[config.mk]
export PLATFORM = sky130hd
export DESIGN_NAME = i2s_rx
export DESIGN_NICKNAME = d
export VERILOG_FILES = /design/src/rtl/i2s_rx.sv
export SDC_FILE = /design/constraint.sdc
export NUM_CORES = 1
export LEC_CHECK = 0
export ABC_AREA = 1
export ABC_CLOCK_PERIOD_IN_PS = 10600
export CORE_MARGIN = 2
export CORE_UTILIZATION = 50
export CTS_BUF_LIST = sky130_fd_sc_hd__clkbuf_16
export DETAILED_ROUTE_END_ITERATION = 12
export GPL_TIMING_DRIVEN = 0
export HOLD_SLACK_MARGIN = 0.15
export PLACE_DENSITY = 0.69
export SETUP_SLACK_MARGIN = 0.1
export SLEW_MARGIN = 10
export SYNTH_ARGS = -nofsm -noshare
export SYNTH_HDL_FRONTEND = slang
export SYNTH_SLANG_ARGS = --single-unit
[constraint.sdc]
create_clock -name clk -period 10.6 [get_ports clk]
set_clock_uncertainty 0.2 [all_clocks]
set_input_delay 2.65 -clock clk [delete_from_list [all_inputs] [get_ports clk]]
set_output_delay 2.65 -clock clk [all_outputs]
set_load 0.05 [all_outputs]
[src/rtl/i2s_rx.sv]
// I2S (Philips) stereo receiver.
// The pad signals are oversampled by the system clock and bit-clock edges are
// recovered from them. Complete left/right words are assembled MSB-first,
// truncated or zero-padded to WIDTH, and queued as pairs in a 2-deep FIFO with
// a sticky overrun flag.
module i2s_rx #(
  parameter int unsigned WIDTH = 16
) (
  input  logic             clk,
  input  logic             io_rst,
  input  logic             en,
  input  logic             io_i2s_lrclk,
  input  logic             io_i2s_bclk,
  input  logic             io_i2s_data,
  output logic             o_valid,
  input  logic             i_ready,
  output logic [WIDTH-1:0] o_left,
  output logic [WIDTH-1:0] o_right,
  output logic             o_overrun,
  input  logic             clr_ovr
);

  localparam int unsigned     CntW   = $clog2(WIDTH + 1);
  localparam logic [CntW-1:0] CntMax = CntW'(WIDTH);

  typedef enum logic [0:0] {StUnlocked, StLocked} state_e;

  state_e state_q, state_d;

  logic bclk_s1_q, bclk_s2_q, bclk_hist_q;
  logic lrclk_s1_q, lrclk_s2_q;
  logic data_s1_q, data_s2_q;
  logic ws_q;

  logic             bclk_rise;
  logic             boundary;
  logic [CntW-1:0]  cnt_q, cnt_inc;
  logic [WIDTH-1:0] sh_q, word;
  logic [WIDTH-1:0] left_hold_q;
  logic             left_ok_q;
  logic             push, store_left;

  logic [2*WIDTH-1:0] mem_q [2];
  logic               rd_ptr_q, wr_ptr_q;
  logic [1:0]         fifo_cnt_q;
  logic               pop, full, do_push, ovr_set;

  // Two-flop synchronizers for all pad inputs, plus bclk history for edge detect.
  always_ff @(posedge clk) begin
    if (io_rst) begin
      bclk_s1_q   <= 1'b0;
      bclk_s2_q   <= 1'b0;
      bclk_hist_q <= 1'b0;
      lrclk_s1_q  <= 1'b0;
      lrclk_s2_q  <= 1'b0;
      data_s1_q   <= 1'b0;
      data_s2_q   <= 1'b0;
    end else begin
      bclk_s1_q   <= io_i2s_bclk;
      bclk_s2_q   <= bclk_s1_q;
      bclk_hist_q <= bclk_s2_q;
      lrclk_s1_q  <= io_i2s_lrclk;
      lrclk_s2_q  <= lrclk_s1_q;
      data_s1_q   <= io_i2s_data;
      data_s2_q   <= data_s1_q;
    end
  end

  assign bclk_rise = bclk_s2_q & ~bclk_hist_q;
  // ws_q holds the word select of the previous edge, so a mismatch marks the
  // LSB slot of the channel named by ws_q.
  assign boundary  = bclk_rise & (lrclk_s2_q != ws_q);

  // Word-select tracking; runs regardless of enable so locking sees true edges.
  always_ff @(posedge clk) begin
    if (io_rst) begin
      ws_q <= 1'b0;
    end else if (bclk_rise) begin
      ws_q <= lrclk_s2_q;
    end
  end

  // Place the current bit at its left-aligned position; beyond WIDTH it is dropped.
  always_comb begin
    word    = sh_q;
    cnt_inc = cnt_q;
    if (cnt_q < CntMax) begin
      cnt_inc = cnt_q + CntW'(1);
      for (int i = 0; i < int'(WIDTH); i++) begin
        if (i == int'(WIDTH) - 1 - int'(cnt_q)) word[i] = data_s2_q;
      end
    end
  end

  // Lock state and word routing decisions.
  always_comb begin
    state_d    = state_q;
    push       = 1'b0;
    store_left = 1'b0;
    case (state_q)
      StUnlocked: begin
        // The word finishing at the locking boundary is partial; discard it.
        if (en && boundary) state_d = StLocked;
      end
      StLocked: begin
        if (!en) begin
          state_d = StUnlocked;
        end else if (boundary) begin
          if (!ws_q) store_left = 1'b1;
          else if (left_ok_q) push = 1'b1;
        end
      end
      default: state_d = StUnlocked;
    endcase
  end

  // Lock state register.
  always_ff @(posedge clk) begin
    if (io_rst) state_q <= StUnlocked;
    else        state_q <= state_d;
  end

  // Bit counter, shift register and left-pending flag; held cleared when disabled.
  always_ff @(posedge clk) begin
    if (io_rst || !en) begin
      cnt_q     <= '0;
      sh_q      <= '0;
      left_ok_q <= 1'b0;
    end else begin
      if (bclk_rise) begin
        if (boundary) begin
          cnt_q <= '0;
          sh_q  <= '0;
        end else begin
          cnt_q <= cnt_inc;
          sh_q  <= word;
        end
      end
      if (store_left)  left_ok_q <= 1'b1;
      else if (push)   left_ok_q <= 1'b0;
    end
  end

  // Holding register for the finished left word awaiting its right partner.
  always_ff @(posedge clk) begin
    if (io_rst)          left_hold_q <= '0;
    else if (store_left) left_hold_q <= word;
  end

  assign pop     = o_valid & i_ready;
  assign full    = (fifo_cnt_q == 2'd2);
  // A pop on the same edge frees the slot, so a full FIFO still accepts.
  assign do_push = push & (~full | pop);
  assign ovr_set = push & full & ~pop;

  // Two-entry pair FIFO.
  always_ff @(posedge clk) begin
    if (io_rst) begin
      for (int i = 0; i < 2; i++) mem_q[i] <= '0;
      rd_ptr_q   <= 1'b0;
      wr_ptr_q   <= 1'b0;
      fifo_cnt_q <= 2'd0;
    end else begin
      if (do_push) begin
        mem_q[wr_ptr_q] <= {left_hold_q, word};
        wr_ptr_q        <= ~wr_ptr_q;
      end
      if (pop) rd_ptr_q <= ~rd_ptr_q;
      case ({do_push, pop})
        2'b10:   fifo_cnt_q <= fifo_cnt_q + 2'd1;
        2'b01:   fifo_cnt_q <= fifo_cnt_q - 2'd1;
        default: fifo_cnt_q <= fifo_cnt_q;
      endcase
    end
  end

  // Sticky overrun; a new overrun wins over a simultaneous clear.
  always_ff @(posedge clk) begin
    if (io_rst)       o_overrun <= 1'b0;
    else if (ovr_set) o_overrun <= 1'b1;
    else if (clr_ovr) o_overrun <= 1'b0;
  end

  assign o_valid = (fifo_cnt_q != 2'd0);
  assign o_left  = o_valid ? mem_q[rd_ptr_q][2*WIDTH-1:WIDTH] : '0;
  assign o_right = o_valid ? mem_q[rd_ptr_q][WIDTH-1:0]       : '0;

endmodule

# --- Yosys cells after proc, flatten, opt, wreduce, memory -nomap -nowiden ---
# Memories as Yosys holds them, arrays and structs flattened. A register that Yosys moved wholly into a read port is not among the register bits.
# Index checks and enable logic that the tools add are counted.
# Widths: inputs -> output; s select.
classes:
  n_bitwise: 13
  reduce_logical: 11
  n_addsub: 4
  order_cmp: 1
  muxes: 49
  eq_ne: 19
ops:
  columns: ["cell", "n"]
  rows:
  - ["$mux 16", 4]
  - ["$eq 5x6->1 const A", 8]
  - ["$mux 1", 40]
  - ["$logic_not 32->1", 1]
  - ["$mux 32", 1]
  - ["$reduce_or 32->1", 1]
  - ["$eq 4x6->1 const A", 4]
  - ["$eq 3x6->1 const A", 2]
  - ["$mux 5", 2]
  - ["$reduce_bool 2->1", 5]
  - ["$and 1x1->1", 6]
  - ["$eq 2x6->1 const A", 1]
  - ["$not 1->1", 6]
  - ["$sub 4x5->6 const A", 1]
  - ["$add 5x1->5 const B", 1]
  - ["$lt 5x5->1 const B", 1]
  - ["$eq 2x2->1 const B", 2]
  - ["$pmux 2 s2", 1]
  - ["$add 2x1->2 const B", 1]
  - ["$eq 2x1->1 const B", 1]
  - ["$pmux 1 s2", 1]
  - ["$reduce_and 2->1", 1]
  - ["$sub 2x1->2 const B", 1]
  - ["$logic_and 1x1->1", 1]
  - ["other kinds (4)", 4]
totals:
  regBits: 52
  input_bits: 8
  elab_cells: 115
  out_inout_bits: 34
  ramBits: 64
  memories: 1
mem_list:
  columns: ["name", "words", "word_bits", "read_ports", "rd_ports_with_merged_regs", "write_ports", "line_no", "rtl"]
  rows:
  - ["mem_q", 2, 32, 1, 1, 2, "43", "logic [2*WIDTH-1:0] mem_q [2];"]

# --- Longest topological paths before layout ---
depth:
  word_depth: 12
  mapped_depth: 10
  depth_no_buf: 10

# --- Worst setup path before layout ---
# OpenSTA, ideal clock, no wires.
synth_path:
  path_kind: "input to register"
  start: "input port en"
  end: "memory mem_q[0][0] (netlist bit) (enable)"
  required_ns: 9.934
  setup_time_ns: 0.466
  arrival_time_ns: 5.297
  path_slack_ns: 4.638
  n_path_buf: 0
  path_stages: 4
  cell_sequence: "nand4_2 nor2_4 nand2_1 o21ai_0"
synth_lines:
  columns: ["element", "line_no", "rtl"]
  rows:
  - ["from (decl)", "11", "input logic en,"]
  - ["to (decl)", "43", null]

==> results.md <==
* Status: finished, final reports clean
* Synth Register Bits at 117
* Syn Area/Cell at 8.43 sq um
* H-tree depth at 4
* Final net count at 685
* Pleak at 2.31 nW
* Post-route cell area at 6390 sq um
* Met2 Wirelength at 6.04 mm
* Routed vias at 4,253
* Vias in the first global route at 3,948
* Diode count at 0
* Horiz. Die Dim at 105 microns
* CP most frequent cell: clkbuf_1
* Critical path endpoint category: primary output
* Register area share after synthesis at 0.580
* Rows at 37
* M1 WL at 5.14 mm
* Boundary Pins at 42
* CP required at 7.75 ns
* Clock power share at 0.541
* Post-CTS Setup Inserts at 0
* CP peak stage delay at 0.86 ns
* Max VDD drop at 0.000111 V
* Combinational fraction of design power at 0.022
* CTS Sinks at 117
* Hold Fails Final Rpt at 0
* Clock latency on the worst-skew pair at 0.41 ns
* Starting DRT DRC Count at 270
* Post-synth net total at 624
* Place WS at 5.39 ns
* Worst path slowest cell: clkdlybuf4s50_1
* Total CTS buffers at 17
* Die area at 11,100 sq um
* CTS tree: yes
* DP Area at 5760 sq um
* Post-synthesis instance total at 610
* Hold_ws at 0.201 ns
* Buf+Inv Stages, Crit Path at 4
* Internal power at 890 uW
* Final setup viols at 0
* Tmin final at 5.57 ns
* Slew @ Worst Pin at 0.784 ns
* Largest net degree at the start of global routing at 33
* Arrival time worst endpoint at 2.72 ns
* Maximum fanout along the worst path at 10
* Post-CTS resize count at 0
* Root Driver: clkbuf_16
* Psw at 231 uW
* Top delay family on crit path: buffers and inverters
* Hold Buf Count CTS at 0
* CTS clk-pin slew, worst paths at 0.06 ns
* Setup TNS Final at 0 ns
* Chip Height at 105 microns
* Grt ovf at 0
* Mapped cell area at 5140 sq um
* Yosys Warn Count at 0
* Antenna Violating Nets Remaining at 0
* # DRC at 0
* Fin util at 0.630
* Synth cell types at 25
* Max-cap violations at 0
* Sequential share of power at 0.437
* Post-DP HPWL at 8.11 mm
* Fill cell count at 824
* Crit path kind: flop to primary output
* Syn-to-layout area delta at 24.2%
* Switching Fraction at 0.206
* Final worst slack at 5.03 ns
* Vias per Instance at 5.19
* Initial Util at 0.507
* Highest Clock Rate at 0.179 GHz
* Top Layer Used: met4
* Worst min-delay path category: flop to flop
* Max-slew headroom at 0.476
* RD Place Congestion at 0.842
* Routed WL at 12.1 mm
* PortBufs at 41
* WL met3 at 683 microns
* Final worst path period share at 0.526
* Critical-path cell list: clkbuf_1 > inv_1 > clkbuf_1 > nand2_1 > a21oi_1 > clkdlybuf4s50_1
* RSZ-0062 raised after global routing: false
* Gr usage total at 0.226
* CP Launch Type: flop
* Power per cell area at 175 nW/um^2
* DR pass1 iterations at 4
* Routed length per instance at 14.7 microns
* Wire length of the first global-routing pass at 19.3 mm
* Core box area at 10,100 sq um
* Slew Viols, Final at 0
* Antenna violations before repair at 0
* Layout cells sized above 1 at 0.0789
* Max Root-Sink Buffers at 2
-- per-stage QoR --
stage / std cells / power, mW
2_1_floorplan: 610 / 0.514
5_1_grt: 820 / 1.14
3_5_place_dp: 788 / 0.524
3_3_place_gp: 787 / 0.523
4_1_cts: 820 / 1.12
6_report: 820 / 1.12
-- cells in the mapped netlist --
| library cell | instances | area share |
|---|---|---|
| nand3_2 | 1 | 0.0019 |
| clkbuf_2 | 1 | 0.00097 |
| a21o_1 | 3 | 0.0044 |
| ha_1 | 6 | 0.015 |
| inv_1 | 62 | 0.045 |
| nand2_4 | 1 | 0.0022 |
| clkbuf_1 | 16 | 0.012 |
| buf_4 | 4 | 0.0058 |
| o21ai_0 | 22 | 0.021 |
| a21o_2 | 1 | 0.0017 |
| and3_1 | 1 | 0.0012 |
| nor2_1 | 113 | 0.082 |
| nor2_4 | 2 | 0.0044 |
| edfxtp_1 | 64 | 0.37 |
| nand2_1 | 149 | 0.11 |
| nand3_1 | 30 | 0.029 |
| a21oi_1 | 69 | 0.067 |
| dfxtp_1 | 53 | 0.21 |
| nand4_2 | 2 | 0.0049 |
| nor3_1 | 1 | 0.00097 |
| a21oi_4 | 1 | 0.0032 |
| inv_2 | 1 | 0.00073 |
| clkbuf_4 | 1 | 0.0015 |
| buf_2 | 5 | 0.0049 |
| nand4_1 | 1 | 0.0012 |
-- worst register-to-register path: cells and delay by family (launching register included) --
kind,cells,cell delay (ns)
buffers and inverters,2,0.34
flip-flops,1,0.37
AND/OR/NAND/NOR,5,1.17
-- logic make-up after synthesis --
| family | count (synthesis) | share of synthesized area |
|---|---|---|
| AND/OR/NAND/NOR | 301 | 0.237 |
| adder cells (fa/ha/maj) | 6 | 0.0146 |
| flip-flops | 117 | 0.580 |
| AO/OA/AOI/OAI | 96 | 0.0978 |
| buffers and inverters | 90 | 0.0708 |
-- power by group through the flow --
| stage | clock network (mW) | registers, mW | logic, mW |
|---|---|---|---|
| 6_report | 0.606 | 0.490 | 0.0251 |
| 2_1_floorplan | 0 | 0.499 | 0.0154 |
| 3_5_place_dp | 0 | 0.499 | 0.0251 |
| 5_1_grt | 0.626 | 0.491 | 0.0279 |
| 3_3_place_gp | 0 | 0.500 | 0.0233 |
| 4_1_cts | 0.606 | 0.490 | 0.0253 |
-- cells in the final DEF (no fill, tap or decap), drive strengths merged --
| cell type | n |
|---|---|
| o21ai | 22 |
| ha | 6 |
| edfxtp | 64 |
| clkinv | 7 |
| nor2 | 115 |
| clkbuf | 35 |
| nand2 | 150 |
| a21oi | 70 |
| buf | 10 |
| dfxtp | 53 |
| inv | 67 |
| clkdlybuf4s50 | 41 |
| and3 | 1 |
| bufinv | 4 |
| nor3 | 1 |
| a21o | 4 |
| nand4 | 3 |
| nand3 | 31 |
-- routing by layer --
layer	up-vias	track usage
met1	2007	0.285
met5	-	0
met4	0	0.0724
met2	124	0.383
met3	18	0.0550
li1	2104	-
-- final cells by class --
class / instances / area, sq um / area share
multi-input cells: 403 / 1810 / 0.284
inverters: 63 / 236 / 0.0370
well taps: 136 / 170 / 0.0266
plain buffers: 27 / 128 / 0.0200
clock buffers: 17 / 425 / 0.0666
clock inverters: 15 / 204 / 0.0319
flip-flops and latches: 117 / 2980 / 0.467
repair buffers: 42 / 430 / 0.0674
-- path summary, 6_finish.rpt --
check | from | end | slack, ns | cells after the start
max | flop | o_right[0] | 5.03 | 6
min | bclk_s1_q | bclk_s2_q | 0.20 | 2
max reg2reg | ws_q | mem_q[1][19] | 8.11 | 7
min reg2reg | bclk_s1_q | bclk_s2_q | 0.20 | 2
-- flip-flops by register name, summed over array words and instances, names as in the netlist, 2 cells and up, named ones only --
| name | cells |
|---|---|
| sh_q | 16 |
| left_hold_q | 16 |
| mem_q | 64 |
| cnt_q | 5 |
| fifo_cnt_q | 2 |
Power figures use the tool's default switching activity.
